`src/rtl/rf_seq_ctrl.sv`:
```
// rtl/rf_seq_ctrl.sv - register-file read/ALU/write sequencer; optional busy-cycle counter via RF_SEQ_CYCLE_CNT_EN
module rf_seq_ctrl #(
    parameter int AW  = 5,
    parameter int OPW = 5
) (
    input  logic           clk,
    input  logic           rst,
    input  logic           start,
    input  logic [AW-1:0]  len,
    input  logic [AW-1:0]  base,
    input  logic [OPW-1:0] op,
    output logic [AW-1:0]  addr1,
    output logic [AW-1:0]  addr2,
    output logic [AW-1:0]  addr3,
    output logic           write_enable,
    output logic [OPW-1:0] alu_op,
    output logic           busy,
    output logic           done
`ifdef RF_SEQ_CYCLE_CNT_EN
    ,
    output logic [15:0]    cycle_cnt
`endif
);

    typedef enum logic [2:0] {
        S_IDLE,
        S_ISSUE,
        S_WAIT,
        S_WRITE,
        S_DONE
    } state_t;

    state_t         state_q, state_d;
    logic [AW-1:0]  rem_q, rem_d;
    logic [AW-1:0]  a1_q, a1_d;
    logic [AW-1:0]  a2_q, a2_d;
    logic [AW-1:0]  a3_q, a3_d;
    logic [OPW-1:0] op_q, op_d;
    logic           accept;

    always_ff @(posedge clk) begin
        if (rst) begin
            state_q <= S_IDLE;
            rem_q   <= '0;
            a1_q    <= '0;
            a2_q    <= '0;
            a3_q    <= '0;
            op_q    <= '0;
        end else begin
            state_q <= state_d;
            rem_q   <= rem_d;
            a1_q    <= a1_d;
            a2_q    <= a2_d;
            a3_q    <= a3_d;
            op_q    <= op_d;
        end
    end

    always_comb begin
        state_d = state_q;
        rem_d   = rem_q;
        a1_d    = a1_q;
        a2_d    = a2_q;
        a3_d    = a3_q;
        op_d    = op_q;
        accept  = 1'b0;
        case (state_q)
            S_IDLE: begin
                if (start) begin
                    accept = 1'b1;
                    if (len != '0) begin
                        state_d = S_ISSUE;
                        rem_d   = len;
                        op_d    = op;
                        a3_d    = base;
                        a2_d    = base - AW'(1);
                        a1_d    = base - AW'(2);
                    end else begin
                        state_d = S_DONE;
                    end
                end
            end
            // ISSUE and WAIT cover the registered ALU latency before the write.
            S_ISSUE: state_d = S_WAIT;
            S_WAIT:  state_d = S_WRITE;
            S_WRITE: begin
                rem_d = rem_q - AW'(1);
                if (rem_q > AW'(1)) begin
                    state_d = S_ISSUE;
                    a1_d    = a1_q + AW'(1);
                    a2_d    = a2_q + AW'(1);
                    a3_d    = a3_q + AW'(1);
                end else begin
                    state_d = S_DONE;
                end
            end
            S_DONE:  state_d = S_IDLE;
            default: state_d = S_IDLE;
        endcase
    end

    assign addr1        = a1_q;
    assign addr2        = a2_q;
    assign addr3        = a3_q;
    assign alu_op       = op_q;
    assign write_enable = (state_q == S_WRITE);
    assign done         = (state_q == S_DONE);
    assign busy         = (state_q != S_IDLE);

`ifdef RF_SEQ_CYCLE_CNT_EN
    logic [15:0] cnt_q, cnt_d;

    always_comb begin
        cnt_d = cnt_q;
        if (accept) begin
            cnt_d = '0;
        end else if (busy && cnt_q != 16'hFFFF) begin
            cnt_d = cnt_q + 16'd1;
        end
    end

    always_ff @(posedge clk) begin
        if (rst) begin
            cnt_q <= '0;
        end else begin
            cnt_q <= cnt_d;
        end
    end

    assign cycle_cnt = cnt_q;
`endif

endmodule

```
`config.mk`:
```
export PLATFORM = sky130hd
export DESIGN_NAME = rf_seq_ctrl
export DESIGN_NICKNAME = d
export VERILOG_FILES = /design/src/rtl/rf_seq_ctrl.sv
export SDC_FILE = /design/constraint.sdc
export NUM_CORES = 1
export LEC_CHECK = 0
export ABC_CLOCK_PERIOD_IN_PS = 4300
export CORE_MARGIN = 2
export CORE_UTILIZATION = 28
export CTS_CLUSTER_SIZE = 14
export DETAILED_ROUTE_END_ITERATION = 10
export GPL_TIMING_DRIVEN = 0
export PLACE_DENSITY_LB_ADDON = 0.15
export SLEW_MARGIN = 10
export SYNTH_ARGS = -nofsm -noshare
export SYNTH_HDL_FRONTEND = slang
export SYNTH_SLANG_ARGS = --single-unit
```
`constraint.sdc`:
```
create_clock -name clk -period 4.3 [get_ports clk]
set_input_delay 1.29 -clock clk [delete_from_list [all_inputs] [get_ports clk]]
set_output_delay 1.29 -clock clk [all_outputs]
set_load 0.01 [all_outputs]
```
## Word level (Yosys, flattened, before mapping)

Index checks and enable logic that the tools add are counted.

| storage, ports and cells | value |
|---|---|
| register bits after elaboration | 28 |
| bits of input ports | 18 |

| cells by class | value |
|---|---|
| $add $sub $neg | 6 |
| mux-type cells | 19 |
| reduce and logical (&&, ||, !) cells | 7 |
| magnitude comparators | 1 |
| equal/unequal tests | 7 |

Operator list:

| kind | number |
|---|---|
| two-way mux 5 bit | 11 |
| one-hot mux 5 bit (2 select lines) | 4 |
| adder 5 x 1 -> 5 bit (second input constant) | 3 |
| one-hot mux 3 bit (4 select lines) | 1 |
| subtractor 5 x 1 -> 5 bit (second input constant) | 2 |
| two-way mux 3 bit | 3 |
| == test 3 x 2 -> 1 bit (second input constant) | 2 |
| AND reduction 3 bit | 2 |
| greater-than comparator 5 x 1 -> 1 bit (second input constant) | 1 |
| nonzero test 5 bit | 1 |
| subtractor 5 x 2 -> 5 bit (second input constant) | 1 |
| inequality test 2 bit (second input constant) | 2 |
| AND reduction 4 bit | 1 |
| == test 3 x 1 -> 1 bit (second input constant) | 1 |
| == test 3 bit (second input constant) | 1 |
| zero test 3 bit | 1 |
| nonzero test 3 bit | 1 |
| inequality test 2 x 1 -> 1 bit (second input constant) | 1 |
| nonzero test 2 bit | 1 |

## Logic depth before layout (Yosys ltp)

Gate-level depths: netlist of run 1.

| logic depth | value |
|---|---|
| word-level depth | 4 |
| depth in mapped cells | 8 |
| mapped depth without buffers | 7 |

## Worst setup path before layout of run 1

No wires, ideal clock.

| timing | value |
|---|---|
| path kind | input to register |
| start | in len[2] |
| end | reg rem_q[0] |
| required time | 4,168 ps |
| slack | 1,586 ps |
| stages | 5 |
| setup time | 132 ps |
| data arrival time | 2,581 ps |
| path through | or4_4 -> o211a_4 -> buf_4 -> a221oi_1 -> nor2_1 |

| on the way | value |
|---|---|
| cells in the longest elaborated chain, start to end | 3 |

RTL lines:

| element | line | text |
|---|---|---|
| start, declared | 9 | `input logic [AW-1:0] len,` |
| nonzero test 5 bit | 71 | `if (len != '0) begin` |
| inequality test 2 bit (no source line) | - |  |
| AND reduction 3 bit (no source line) | - |  |
| end signal, assigned | 51 | `rem_q <= rem_d;` |
| end, declared | 34 | `logic [AW-1:0] rem_q, rem_d;` |

Every way passes these cells.
A chain may end at the register's enable or synchronous reset.

## Worst setup path in the final report of run 1

| timing | value |
|---|---|
| start | reg state_q[2] |
| end | out write_enable |

| on the way | value |
|---|---|
| cells in the longest elaborated chain, start to end | 1 |

RTL lines:

| element | line | text |
|---|---|---|
| start, declared | 33 | `state_t state_q, state_d;` |
| start signal, assigned | 50 | `state_q <= state_d;` |
| == test 3 x 2 -> 1 bit | 106 | `assign write_enable = (state_q == S_WRITE);` |
| end, declared | 15 | `output logic write_enable,` |

Every way passes these cells.

==> flow_summary_export.csv, run 1 <==
group,metric,value,unit
outcome,run_status,"finished, final reports clean",
clock_network,cts_tree,"built",
placed_design,port_buffers,40,
route,initialDrtViolationCount,91,
power_and_ir_drop,power_leakage,0.804,nW
layout,final_util,0.394,
critical_path,cp_max_fo,10,
global_route,antenna_found_initial,0,
timing,relSlewSlack,0.576,
critical_path,crit_path_end_kind,"output pin",
run,max-cap-violations,0,
critical_path,cp.required,3010,ps
timing,fin_setup_tns,0,ps
layout,drive_above_1_share,0.126,
placed_design,place_hpwl,3210,um
timing,report.final.slew_viol_count,0,
die,die_w,80.7,um
route,dr.pass1.iters,4,
clock_network,cts.sinks,28,
route,via_per_inst,5.02,
die,pin_count,41,
critical_path,startpoint,"state_q[2]",
power_and_ir_drop,power_per_cell_area,415,nW/um^2
timing,final.period_utilization,0.864,
layout,areaGrowthSynthToFinish,34.1,%
global_route,grt_pass1_vias,1525,
yosys,postSynthCellCount,202,
layout,antenna_cells,0,
yosys,synthMuxAreaShare,0,
layout,final_nets,273,
die,fp.dieArea,6520,um^2
timing,timing_worst_slew_pin_value,636,ps
clock_network,cts_htree_levels,1,
placed_design,place_congestion,0.743,
timing,fin_skew,2.42,ps
layout,multi_input_area,995,um^2
global_route,grt-ovfl-total,0,
critical_path,crit_arrival,2430,ps
timing,hold_viol,0,
route,wire_per_inst,14.0,um
timing,whs,459,ps
min_path,hp-class,"reg2reg",
clock_network,clock_path_buffers,2,
critical_path,start_kind,"flip-flop",
die,start_util,0.294,
route,vias,1596,
yosys,synth_cell_types,46,
die,rows,27,
yosys,ys_ff_latch,28,
yosys,ys_seq_area_frac,0.340,
route,wl,4460,um
yosys,async_reset_ff_frac,0,
yosys,post_synth_xor_area_fraction,0.0319,
critical_path,cp_slowest_stage_delay,640,ps
yosys,synth_top_family_by_area,"compound AO/OA/AOI/OAI gates",
yosys,netlist_area,1650,um^2
global_route,grt_usage,0.146,
die,coreArea,5610,um^2
yosys,synth_simple_gate_area_frac,0.228,
global_route,grt_start_max_net_pins,17,
clock_network,post_cts_buffers,0,
die,die_h,80.7,um
timing,rsz0062_at_grt,"false",
min_path,hp-start,"alu_op[0]",
yosys,synth-compound-area-share,0.283,
yosys,synthAdderAreaFrac,0.0607,
power_and_ir_drop,ir_worst_vdd,0.204,mV
critical_path,crit_chain,"nand3b_2, inv_2, clkbuf_1, clkdlybuf4s50_1",
route,ant_nets,0,
timing,period_needed,3720,ps
yosys,synth_nets,228,
clock_network,cts-root-buf,"clkbuf_8",
yosys,ys.flop_type,"dfxtp_1",
clock_network,cts_resized,0,
layout,seq_area,561,um^2
clock_network,clk-insertion-delay-late,280,ps
route,drc,0,
layout,n_fill_cell,627,
clock_network,clk_transition_reported_paths,100,ps
clock_network,cts_made_buffers,3,
critical_path,crit_buf_inv,3,
timing,fmax,269,MHz
critical_path,cpLargestDelayFamily,"buffers and inverters",
critical_path,critPathKind,"reg2out",
placed_design,dp_slack,904,ps
clock_network,postCtsHoldBufs,0,
critical_path,r2r_start,"state_q[2]",
yosys,synth-edff-count,0,
power_and_ir_drop,power,918,uW
timing,setup_viol,0,
timing,fin_ws,583,ps
yosys,avgSynthCellArea,8.16,um^2
critical_path,critical-path-slowest-cell,"clkdlybuf4s50_1",
global_route,grt_first_pass_wirelength,7510,um
layout,layout_commonest_cell,"clkdlybuf4s50_1",
yosys,ys_warn_count,0,
layout,final_cell_mix,"clkdlybuf4s50_1, nand2_1, dfxtp_1",
[worst paths after layout]
check	to	cells past startpoint	slack, ps
min reg2reg	alu_op[0]	2	460
min	alu_op[0]	2	460
max reg2reg	addr2[4]	6	2290
max	write_enable	4	580
[layer usage]
layer	GRT usage	share of wire
met5	0	0
met4	0.0153	0.0034
met3	0.0289	0.049
met2	0.232	0.46
met1	0.213	0.49
[stage by stage]
step	instances	area, um^2
finish	318	2210
global route	318	2210
CTS	318	2210
detailed placement	314	2140
global placement	314	2140
floorplan	202	1650
[state kept, by name, summed over array words and instances, names as in the netlist]
register,flops
addr2,5
addr1,5
alu_op,5
state_q,3
rem_q,5
addr3,5
[worst register-to-register path, stage by stage (launching register included)]
cell,delay [ps]
dfxtp_1,390
nand3b_2,410
inv_2,250
clkbuf_1,450
o21ai_0,180
o211ai_1,130
a21oi_1,80
[report_power, final]
| group | switching, mW | total, mW | internal [mW] |
|---|---|---|---|
| clock network | 0.0890 | 0.214 | 0.125 |
| registers | 0.0421 | 0.344 | 0.302 |
| logic | 0.190 | 0.361 | 0.170 |
| total | 0.321 | 0.918 | 0.597 |
[cells by family (layout without fill, tap and decap cells)]
| logic type | after synthesis | after routing |
|---|---|---|
| compound gates | 64 | 64 |
| xor+xnor | 6 | 6 |
| fa+ha+maj | 8 | 8 |
| buf+inv | 19 | 63 |
| flops | 28 | 28 |
| simple gates | 77 | 77 |
[cell type report]
class,count,share of cell area
plain buffers,11,0.0289
clock buffers,3,0.0187
clock inverters,1,0.0136
inverters,8,0.0136
multi-input cells,155,0.450
flip-flops and latches,28,0.254
well taps,72,0.0407
repair buffers,40,0.181
[cell usage after synthesis, drive strengths merged, types with 2 or more instances]
library cell   n  share of area
nor3           7          0.031
o211a          2          0.017
xnor2          5          0.027
clkbuf         5          0.011
dfxtp         28           0.34
o21ai         19          0.069
a311oi         2          0.014
ha             8          0.061
nand3          5          0.015
nor2          19          0.043
nand3b         4          0.020
inv            8          0.018
a221oi         2          0.011
o211ai         4          0.027
nand2         30          0.068
nand4          3          0.011
buf            6          0.027
a21oi         24          0.096
and2           3          0.011
a31oi          4          0.015
(Power assumes the default switching activity.)
==> run 2, diff against run 1 <==
- CAP_MARGIN: not set -> 20
- CTS_BUF_LIST: not set -> sky130_fd_sc_hd__clkbuf_4
==> flow_summary_export.csv, run 2 (synthesis gave the netlist of run 1 again) <==
group,metric,value,unit
timing,fin_setup_tns,0,ps
clock_network,cts_htree_levels,1,
critical_path,start_kind,"flip-flop",
layout,drive_above_1_share,0.126,
timing,fin_skew,3.33,ps
route,wl,4470,um
timing,fmax,264,MHz
clock_network,clk_transition_reported_paths,170,ps
clock_network,cts_resized,0,
die,die_h,80.7,um
clock_network,post_cts_buffers,0,
clock_network,cts.sinks,28,
route,dr.pass1.iters,4,
layout,final_cell_mix,"clkdlybuf4s50_1, nand2_1, dfxtp_1",
critical_path,critPathKind,"reg2out",
route,ant_nets,0,
clock_network,cts_tree,"built",
placed_design,place_hpwl,3210,um
clock_network,postCtsHoldBufs,0,
placed_design,dp_slack,904,ps
clock_network,cts_made_buffers,3,
placed_design,place_congestion,0.743,
critical_path,crit_arrival,2500,ps
global_route,antenna_found_initial,0,
power_and_ir_drop,ir_worst_vdd,0.204,mV
clock_network,cts-root-buf,"clkbuf_4",
die,rows,27,
min_path,hp-class,"reg2reg",
critical_path,crit_chain,"nand3b_2, inv_2, clkbuf_1, clkdlybuf4s50_1",
timing,hold_viol,0,
route,via_per_inst,5.06,
layout,final_nets,273,
die,fp.dieArea,6520,um^2
critical_path,crit_path_end_kind,"output pin",
clock_network,clk-insertion-delay-late,350,ps
critical_path,cpLargestDelayFamily,"buffers and inverters",
timing,timing_worst_slew_pin_value,636,ps
die,die_w,80.7,um
layout,layout_commonest_cell,"clkdlybuf4s50_1",
layout,n_fill_cell,629,
timing,period_needed,3790,ps
critical_path,cp_max_fo,10,
die,start_util,0.294,
layout,areaGrowthSynthToFinish,32.9,%
timing,rsz0062_at_grt,"false",
timing,relSlewSlack,0.576,
die,pin_count,41,
die,coreArea,5610,um^2
power_and_ir_drop,power_leakage,0.797,nW
power_and_ir_drop,power_per_cell_area,405,nW/um^2
power_and_ir_drop,power,888,uW
route,vias,1610,
placed_design,port_buffers,40,
global_route,grt_start_max_net_pins,17,
critical_path,critical-path-slowest-cell,"clkdlybuf4s50_1",
run,max-cap-violations,0,
global_route,grt_pass1_vias,1539,
critical_path,cp.required,3010,ps
timing,fin_ws,508,ps
global_route,grt-ovfl-total,0,
critical_path,cp_slowest_stage_delay,640,ps
layout,antenna_cells,0,
route,wire_per_inst,14.1,um
global_route,grt_usage,0.149,
critical_path,crit_buf_inv,3,
clock_network,clock_path_buffers,2,
route,drc,0,
timing,setup_viol,0,
global_route,grt_first_pass_wirelength,7540,um
timing,final.period_utilization,0.882,
route,initialDrtViolationCount,81,
timing,report.final.slew_viol_count,0,
outcome,run_status,"finished, final reports clean",
## run 2: changes by cell type in the layout (fill, tap and decap cells not counted)
cell and delta:
clkbuf_4 +3, clkbuf_8 -3
## run 2: layout make-up
cell class / count / area [um^2] / area share
multi-input cells: 155 / 995 / 0.454
flip-flops and latches: 28 / 561 / 0.256
repair buffers: 40 / 400 / 0.183
well taps: 72 / 90.1 / 0.0411
plain buffers: 11 / 63.8 / 0.0291
clock inverters: 1 / 30.0 / 0.0137
inverters: 8 / 30.0 / 0.0137
clock buffers: 3 / 22.5 / 0.0103
## run 2: routing by layer
metal | global-route usage | vias up | part of all wire | wire length [um]
li1 | - | 809 | - | -
met1 | 0.210 | 748 | 0.48 | 2160
met2 | 0.233 | 48 | 0.45 | 2020
met3 | 0.0289 | 5 | 0.055 | 248
met4 | 0.0390 | 0 | 0.0085 | 38
met5 | 0 | - | 0 | 0
## run 2: path summary, 6_finish.rpt
path	start	cells after the start	to	slack (ps)
worst min-delay path	alu_op[0]	2	alu_op[0]	470
worst max register to register	state_q[2]	6	addr2[4]	2290
worst max-delay path	state_q[2]	4	write_enable	510
worst min register to register	alu_op[0]	2	alu_op[0]	470
## run 2: worst min-delay path, delay by kind of cell, from the launching register on
family	cells	cell delay (ps)
compound gates	1	50
simple gates	1	50
flops	1	340
## run 2: metrics by stage
stage	util	area [um^2]	hold slack [ps]	std cells
after floorplan	-	1650	467	202
after global placement	0.382	2140	444	314
after detailed placement	0.382	2140	447	314
after CTS	0.391	2190	468	318
after global routing	0.391	2190	499	318
final	0.391	2190	465	318
## run 2: report_power, final
group / internal, mW / switching (mW)
combinational: 0.170 / 0.190
clock: 0.0944 / 0.0886
sequential: 0.302 / 0.0421
==> run 3, diff against run 2 <==
--- a/constraint.sdc
+++ b/constraint.sdc
@@ -3,2 +3,2 @@
 set_output_delay 1.29 -clock clk [all_outputs]
-set_load 0.01 [all_outputs]
+set_load 0.05 [all_outputs]
==> results of run 3 <==
Same layout as run 2 (identical final DEF). Status: finished, final reports clean.
Main changes from that run: setup slack after placement 904 ps -> 637 ps; setup slack after layout 508 ps -> 241 ps; total power 0.888 mW -> 0.991 mW; worst IR drop on VDD 0.204 mV -> 0.229 mV
